File: src/rtl/init_delay_feeder_pkg.sv
// Shared types and helpers for the init_delay_feeder block.
package init_delay_feeder_pkg;

    typedef enum logic {
        ST_INIT = 1'b0,
        ST_RUN  = 1'b1
    } state_t;

    localparam int BUF_DEPTH = 2;

    function automatic int cnt_width(input int init_delay);
        int w;
        w = $clog2(init_delay + 1);
        return (w < 1) ? 1 : w;
    endfunction

endpackage

File: src/rtl/feeder_skid2.sv
// Two-entry valid/ready buffer; out_data is the head entry, or the last
// popped word (RESET_VAL before any word) while the buffer is empty.
import init_delay_feeder_pkg::*;

module feeder_skid2 #(
    parameter int               WIDTH     = 4,
    parameter logic [WIDTH-1:0] RESET_VAL = '0,
    parameter logic             READY_RST = 1'b0
) (
    input  logic             clk,
    input  logic             rstn,
    input  logic             run_next,
    input  logic [WIDTH-1:0] in_data,
    input  logic             in_valid,
    output logic             in_ready,
    output logic [WIDTH-1:0] out_data,
    output logic             out_valid,
    input  logic             out_ready
);

    localparam logic [1:0] FULL = 2'(BUF_DEPTH);

    // Valid/ready: a word moves when valid and ready are both high at a rising
    // edge; valid never depends on ready, and ready is a registered flag.
    logic [1:0]       occ;
    logic [1:0]       occ_n;
    logic [WIDTH-1:0] tail;
    logic             push;
    logic             pop;

    always_comb begin
        push  = in_valid && in_ready;
        pop   = out_valid && out_ready;
        occ_n = occ;
        if (push && !pop) begin
            occ_n = occ + 2'd1;
        end else if (!push && pop) begin
            occ_n = occ - 2'd1;
        end
    end

    always_ff @(posedge clk or negedge rstn) begin
        if (!rstn) begin
            occ       <= 2'd0;
            out_data  <= RESET_VAL;
            tail      <= RESET_VAL;
            out_valid <= 1'b0;
            in_ready  <= READY_RST;
        end else begin
            assert (!(push && occ == FULL));
            occ       <= occ_n;
            out_valid <= (occ_n != 2'd0);
            in_ready  <= run_next && (occ_n != FULL);
            // Head is only replaced by a shift or a new word; a pop to empty keeps it.
            if (pop && occ == FULL) begin
                out_data <= tail;
            end else if (push && (occ == 2'd0 || (occ == 2'd1 && pop))) begin
                out_data <= in_data;
            end
            if (push && occ == 2'd1 && !pop) begin
                tail <= in_data;
            end
        end
    end

endmodule

File: src/rtl/init_delay_feeder.sv
// Drives INIT for INIT_DELAY cycles after reset, then forwards source words
// through a 2-entry buffer so the downstream register never samples X.
import init_delay_feeder_pkg::*;

module init_delay_feeder #(
    parameter int               WIDTH      = 4,
    parameter logic [WIDTH-1:0] INIT       = '0,
    parameter int               INIT_DELAY = 2
) (
    input  logic             clk,
    input  logic             rstn,
    input  logic [WIDTH-1:0] in_data,
    input  logic             in_valid,
    output logic             in_ready,
    output logic [WIDTH-1:0] out_data,
    output logic             out_valid,
    input  logic             out_ready,
    output logic             init_done,
    output logic             dbg_state
);

    localparam int             CW   = cnt_width(INIT_DELAY);
    localparam logic [CW-1:0]  LAST = CW'((INIT_DELAY > 0) ? INIT_DELAY - 1 : 0);
    localparam logic           NO_INIT = (INIT_DELAY == 0);

    state_t        state;
    logic [CW-1:0] cnt;
    logic          run_next;

    assign dbg_state = state;

    // Buffer ready for the next cycle must already reflect the state after this edge.
    always_comb begin
        run_next = (state == ST_RUN) || (cnt == LAST);
    end

    always_ff @(posedge clk or negedge rstn) begin
        if (!rstn) begin
            state     <= NO_INIT ? ST_RUN : ST_INIT;
            cnt       <= '0;
            init_done <= NO_INIT;
        end else begin
            case (state)
                ST_INIT: begin
                    cnt <= cnt + 1'b1;
                    if (cnt == LAST) begin
                        state     <= ST_RUN;
                        init_done <= 1'b1;
                    end
                end
                default: begin
                    state     <= ST_RUN;
                    init_done <= 1'b1;
                end
            endcase
        end
    end

    feeder_skid2 #(
        .WIDTH     (WIDTH),
        .RESET_VAL (INIT),
        .READY_RST (NO_INIT)
    ) u_skid (
        .clk       (clk),
        .rstn      (rstn),
        .run_next  (run_next),
        .in_data   (in_data),
        .in_valid  (in_valid && (state == ST_RUN)),
        .in_ready  (in_ready),
        .out_data  (out_data),
        .out_valid (out_valid),
        .out_ready (out_ready)
    );

endmodule

File: config.mk
export PLATFORM = sky130hd
export DESIGN_NAME = init_delay_feeder
export DESIGN_NICKNAME = d
export VERILOG_FILES = /design/src/rtl/init_delay_feeder_pkg.sv /design/src/rtl/feeder_skid2.sv /design/src/rtl/init_delay_feeder.sv
export SDC_FILE = /design/constraint.sdc
export NUM_CORES = 1
export LEC_CHECK = 0
export BUFFER_PORTS_ARGS = -buffer_cell sky130_fd_sc_hd__buf_2
export CAP_MARGIN = 5
export CORE_AREA = 2 2 43 45
export CTS_CLUSTER_DIAMETER = 60
export DETAILED_ROUTE_END_ITERATION = 7
export DIE_AREA = 0 0 45 47
export GPL_ROUTABILITY_DRIVEN = 1
export PLACE_DENSITY = 0.71
export SLEW_MARGIN = 20
export SYNTH_ARGS = -nofsm -noshare
export SYNTH_HDL_FRONTEND = slang
export SYNTH_SLANG_ARGS = --single-unit
File: constraint.sdc
create_clock -name clk -period 1.57 [get_ports clk]
set_input_delay 0.3925 -clock clk [delete_from_list [all_inputs] [get_ports clk]]
set_output_delay 0.3925 -clock clk [all_outputs]
set_load 0.02 [all_outputs]
# Word level (Yosys, flattened, before mapping)
# Cells that the tools add are included.
dict set report word_totals {
  ff_bits 16
  latch_bits 0
  ram_bits 0
  mem_bits_ro 0
  in_bits 8
  output_inout_bits 8
  wordCells 42
  mem_count 0
}
dict set report op_classes {
  n_addsub 3
  multipliers 0
  div_mod_pow 0
  order_cmp 0
  eq_ne 4
  shift 0
  muxes 8
  n_bitwise 0
  n_reduce_logical 19
}
# operator count
set op_table {}
lappend op_table {{1-bit logical AND} 11}
lappend op_table {{4-bit 2-to-1 mux} 2}
lappend op_table {{2-bit nonzero test} 3}
lappend op_table {{2-bit by 1-bit adder with 2-bit output, second input constant} 2}
lappend op_table {{2-bit by 1-bit equality test with 1-bit output, second input constant} 2}
lappend op_table {{1-bit 2-to-1 mux} 4}
lappend op_table {{2-bit 2-to-1 mux} 2}
lappend op_table {{2-bit equality test, second input constant} 1}
lappend op_table {{1-bit zero test} 2}
lappend op_table {{2-bit zero test} 1}
lappend op_table {{1-bit logical OR} 2}
lappend op_table {{2-bit inequality test, second input constant} 1}
lappend op_table {{2-bit by 1-bit subtractor with 2-bit output, second input constant} 1}

# Depth between registers and ports, before layout
dict set report depth {
  depth_word 8
  depth_mapped 6
  depth_no_buf 6
}

# Modules after synthesis
# Synthesis repeated with hierarchy kept, for this count alone.
dict set report hier_totals {
  hier_cells 64
  hier_area_um2 783.3
}
# mod instances cells_per_inst area_per_inst_um2 seq_area_each_um2
set modules_own_cells {}
lappend modules_own_cells {feeder_skid2 1 53 628.1 300.3}
lappend modules_own_cells {init_delay_feeder 1 11 155.1 100.1}

# Least setup slack after synthesis
# No wires, ideal clock.
dict set report synth_path {
  kind {reg-to-reg}
  from {register u_skid.occ[1]}
  to {register u_skid.out_data[0]}
  setup_time_ns 0.133
  t_arrival_ns 1.233
  t_required_ns 1.437
  setup_slack_ns 0.204
  stages_incl_launch_ff 7
  n_path_buf 0
  synth_period_minus_slack_ns 1.366
  path_cell_list {dfrtp_1 inv_1 ha_1 a31oi_1 nor2_4 mux2i_1 a21oi_1}
}
dict set report synth_via {
  elab_chain_cells 5
  elab_cells_between_ends 9
  cone_classes {eq/ne (2); mux (1); reduce/logical (6)}
}
# element line
set synth_rtl {}
lappend synth_rtl {{start: declaration} feeder_skid2.sv:25} ;# logic [1:0] occ;
lappend synth_rtl {{start signal: assignment} feeder_skid2.sv:51} ;# occ <= occ_n;
lappend synth_rtl {{2-bit by 1-bit equality test with 1-bit output} feeder_skid2.sv:57} ;# end else if (push && (occ == 2'd0 || (occ == 2'd1 && pop))) begin
lappend synth_rtl {{1-bit logical AND} feeder_skid2.sv:57}
lappend synth_rtl {{1-bit logical OR} feeder_skid2.sv:57}
lappend synth_rtl {{1-bit logical AND} feeder_skid2.sv:57}
lappend synth_rtl {{2-bit nonzero test (no source line)} --}
lappend synth_rtl {{end signal: assignment} feeder_skid2.sv:56} ;# out_data <= tail;
lappend synth_rtl {{end signal: assignment} feeder_skid2.sv:58} ;# out_data <= in_data;
lappend synth_rtl {{end: declaration} feeder_skid2.sv:16} ;# output logic [WIDTH-1:0] out_data,
# Parallel ways exist; a longest one is shown, timed or not.
# A chain may end at the register's enable or synchronous reset.

# Final worst setup path
dict set report layout_path {
  from {register u_skid.occ[1]}
  to {register u_skid.out_data[2]}
}
# The elaborated chain is that of the path after synthesis.

==> impl_metrics.yaml <==
clock_network:
  cts_tree: "yes"
  clock_path_buffers: 2
  worstSkewPairLatency_ps: 280
  postCtsHoldBufs: 0
  cts_made_buffers: 3
  clkSlewWorstSetupHoldPaths_ps: 90
  cts_root_buffer: "clkbuf_4"
  htreeDepth: 1
  cts_sinks: 16
worst_setup_path:
  crit_path_max_fanout: 5
  start_kind: "flop"
  cp.arrival_ps: 1620
  rrSetupSlack_ps: 110
  crit_type: "reg -> reg"
  required_ps: 1730
  end_kind: "flop"
global_routing:
  track_usage: 0.152
  grt_max_degree: 17
  grt_pass1_wl_um: 2270
  grt_pass1_vias: 526
  globalRoute.totalOverflow: 0
  antenna_found_initial: 0
finish:
  layout_common_cells: "dfrtp_1, buf_2, a21oi_1"
  layout_commonest_cell: "dfrtp_1"
  diodes: 0
  seqCellArea_um2: 400
  drive_above_1_share: 0.379
  nFillCells: 149
  syn2layout_area_growth_pct: 19.1
  nets: 100
  multi_input_area_um2: 378
power_and_ir_drop:
  p_int_mw: 1.09
  swShare: 0.378
  power_frac_seq: 0.390
  p_per_area_nw_per_um2: 1860
  pwr-share-clk: 0.153
  ir_drop_mv: 1.12
  p_leak_nw: 0.443
  combPwrFrac: 0.457
  switching_power_mw: 0.660
  total_power_mw: 1.75
die:
  initial_core_util: 0.477
  io-pin-count: 16
  core.rowCount: 15
  die-area_um2: 2120
  die_h_um: 47
  die_w_um: 45
  core_area_um2: 1650
job:
  cap_violations: 0
timing:
  worst_slew_pin_slew_ps: 359
  skew_ps: 1.44
  fin_crit_sh: 0.927
  slew_viol_final: 0
  hold_violations: 0
  fmax_ghz: 0.687
  setup_tns_ps: 0
  min_period_ps: 1460
  slew_headroom: 0.761
  setup_viol: 0
  rsz0062_at_grt: "no"
detailed_routing:
  drc: 0
  wire_per_inst_um: 13.4
  firstDrtPassIters: 3
  wl_um: 1390
  via_per_inst: 5.44
  postRouteAntennaNets: 0
  drt_iter0_markers: 2
  vias: 566
placement:
  hpwl_um: 1070
  finalWeightedCongestion: 0.859
  portBuffers: 15
synthesis:
  syn-cell-area_um2: 787
  yosysUniqueCellTypes: 21
  synthCells: 66
  ys_ff_latch: 16
  avgSynthCellArea_um2: 11.9
  yosysWarnings: 0
  synth_nets: 78
  seq_area_frac_synth: 0.509
outcome:
  status: "completed"
worst_hold_path:
  min_path_type: "in -> async"
## cells in the mapped netlist, drive strengths merged
library cell,count,share of area
o211ai,1,0.0095
a31oi,1,0.0080
xnor2,2,0.022
mux2,4,0.076
or2,1,0.0080
nand3,5,0.054
mux2i,6,0.076
o41ai,1,0.011
inv,3,0.014
ha,4,0.064
and3,1,0.014
nor2,7,0.043
nor4,1,0.0080
or3,1,0.0095
o21ai,3,0.019
dfrtp,16,0.51
nand2,2,0.0095
a21oi,7,0.045
## metrics by stage
step	cell area [um2]	utilization	hold WS, ps	std cells	setup WS [ps]
finish	937	0.567	6.36	104	114
global route	937	0.567	32.8	104	9.03
CTS	927	0.561	7.91	103	74.5
detailed placement	891	0.539	326	99	105
global placement	891	0.539	329	99	129
floorplan	787	-	96.9	66	204
## worst max-delay path, cell delays in order (launching register included)
cell     delay, ps
dfrtp_1        430
inv_2           90
ha_2           200
a31oi_1        130
nor2_4         210
mux2i_1        200
a21oi_1         80
## path summary, 6_finish.rpt
path,startpoint,to,cells after the start
max,u_skid.occ[1],u_skid.out_data[2],6
min,rstn,u_skid.tail[3],1
max reg2reg,u_skid.occ[1],u_skid.out_data[2],6
min reg2reg,init_done,init_done,1
max in group asynchronous,rstn,u_skid.tail[0],1
min in group clk,in_data[3],u_skid.tail[3],2
## registers in the layout, summed over array words and instances (netlist names)
name	cells
u_skid.out_valid	1
u_skid.occ	2
dbg_state	1
u_skid.in_ready	1
u_skid.out_data	4
u_skid.tail	4
init_done	1
cnt	2
## area by class of cell
class,count,share of cell area
Multi-Input combinational cell,47,0.403
Clock buffer,4,0.0387
Timing Repair Buffer,17,0.0961
Tap cell,17,0.0227
Sequential cell,16,0.427
Inverter,3,0.0120
## power groups by stage
stage	sequential, mW	combinational (mW)	clock [mW]
final	0.681	0.799	0.267
after floorplan	0.766	0.485	0
after CTS	0.679	0.787	0.279
after global routing	0.698	0.883	0.287
after global placement	0.681	0.756	0
after detailed placement	0.688	0.777	0
## metal layers
metal	GRT usage	routed length, um	vias to the layer above
li1	-	-	281
met4	0.0882	10	0
met3	0.0231	57	2
met5	0	0	-
met1	0.191	614	274
met2	0.251	709	9
## cell families (layout without fill, tap and decap cells)
family / after synthesis / after routing / share of synthesized area
AND/OR/NAND/NOR: 18 / 18 / 0.146
adder cells (fa/ha/maj): 4 / 4 / 0.0636
multiplexers: 10 / 10 / 0.153
AO/OA/AOI/OAI: 13 / 13 / 0.0922
buffers and inverters: 3 / 24 / 0.0143
XOR/XNOR: 2 / 2 / 0.0223
flip-flops: 16 / 16 / 0.509
## what timing repair did
action	4_1_cts	5_1_grt
setup buffers	0	1
gates resized for setup	0	2
endpoints found under the setup margin	0	2
(Power assumes the default switching activity.)
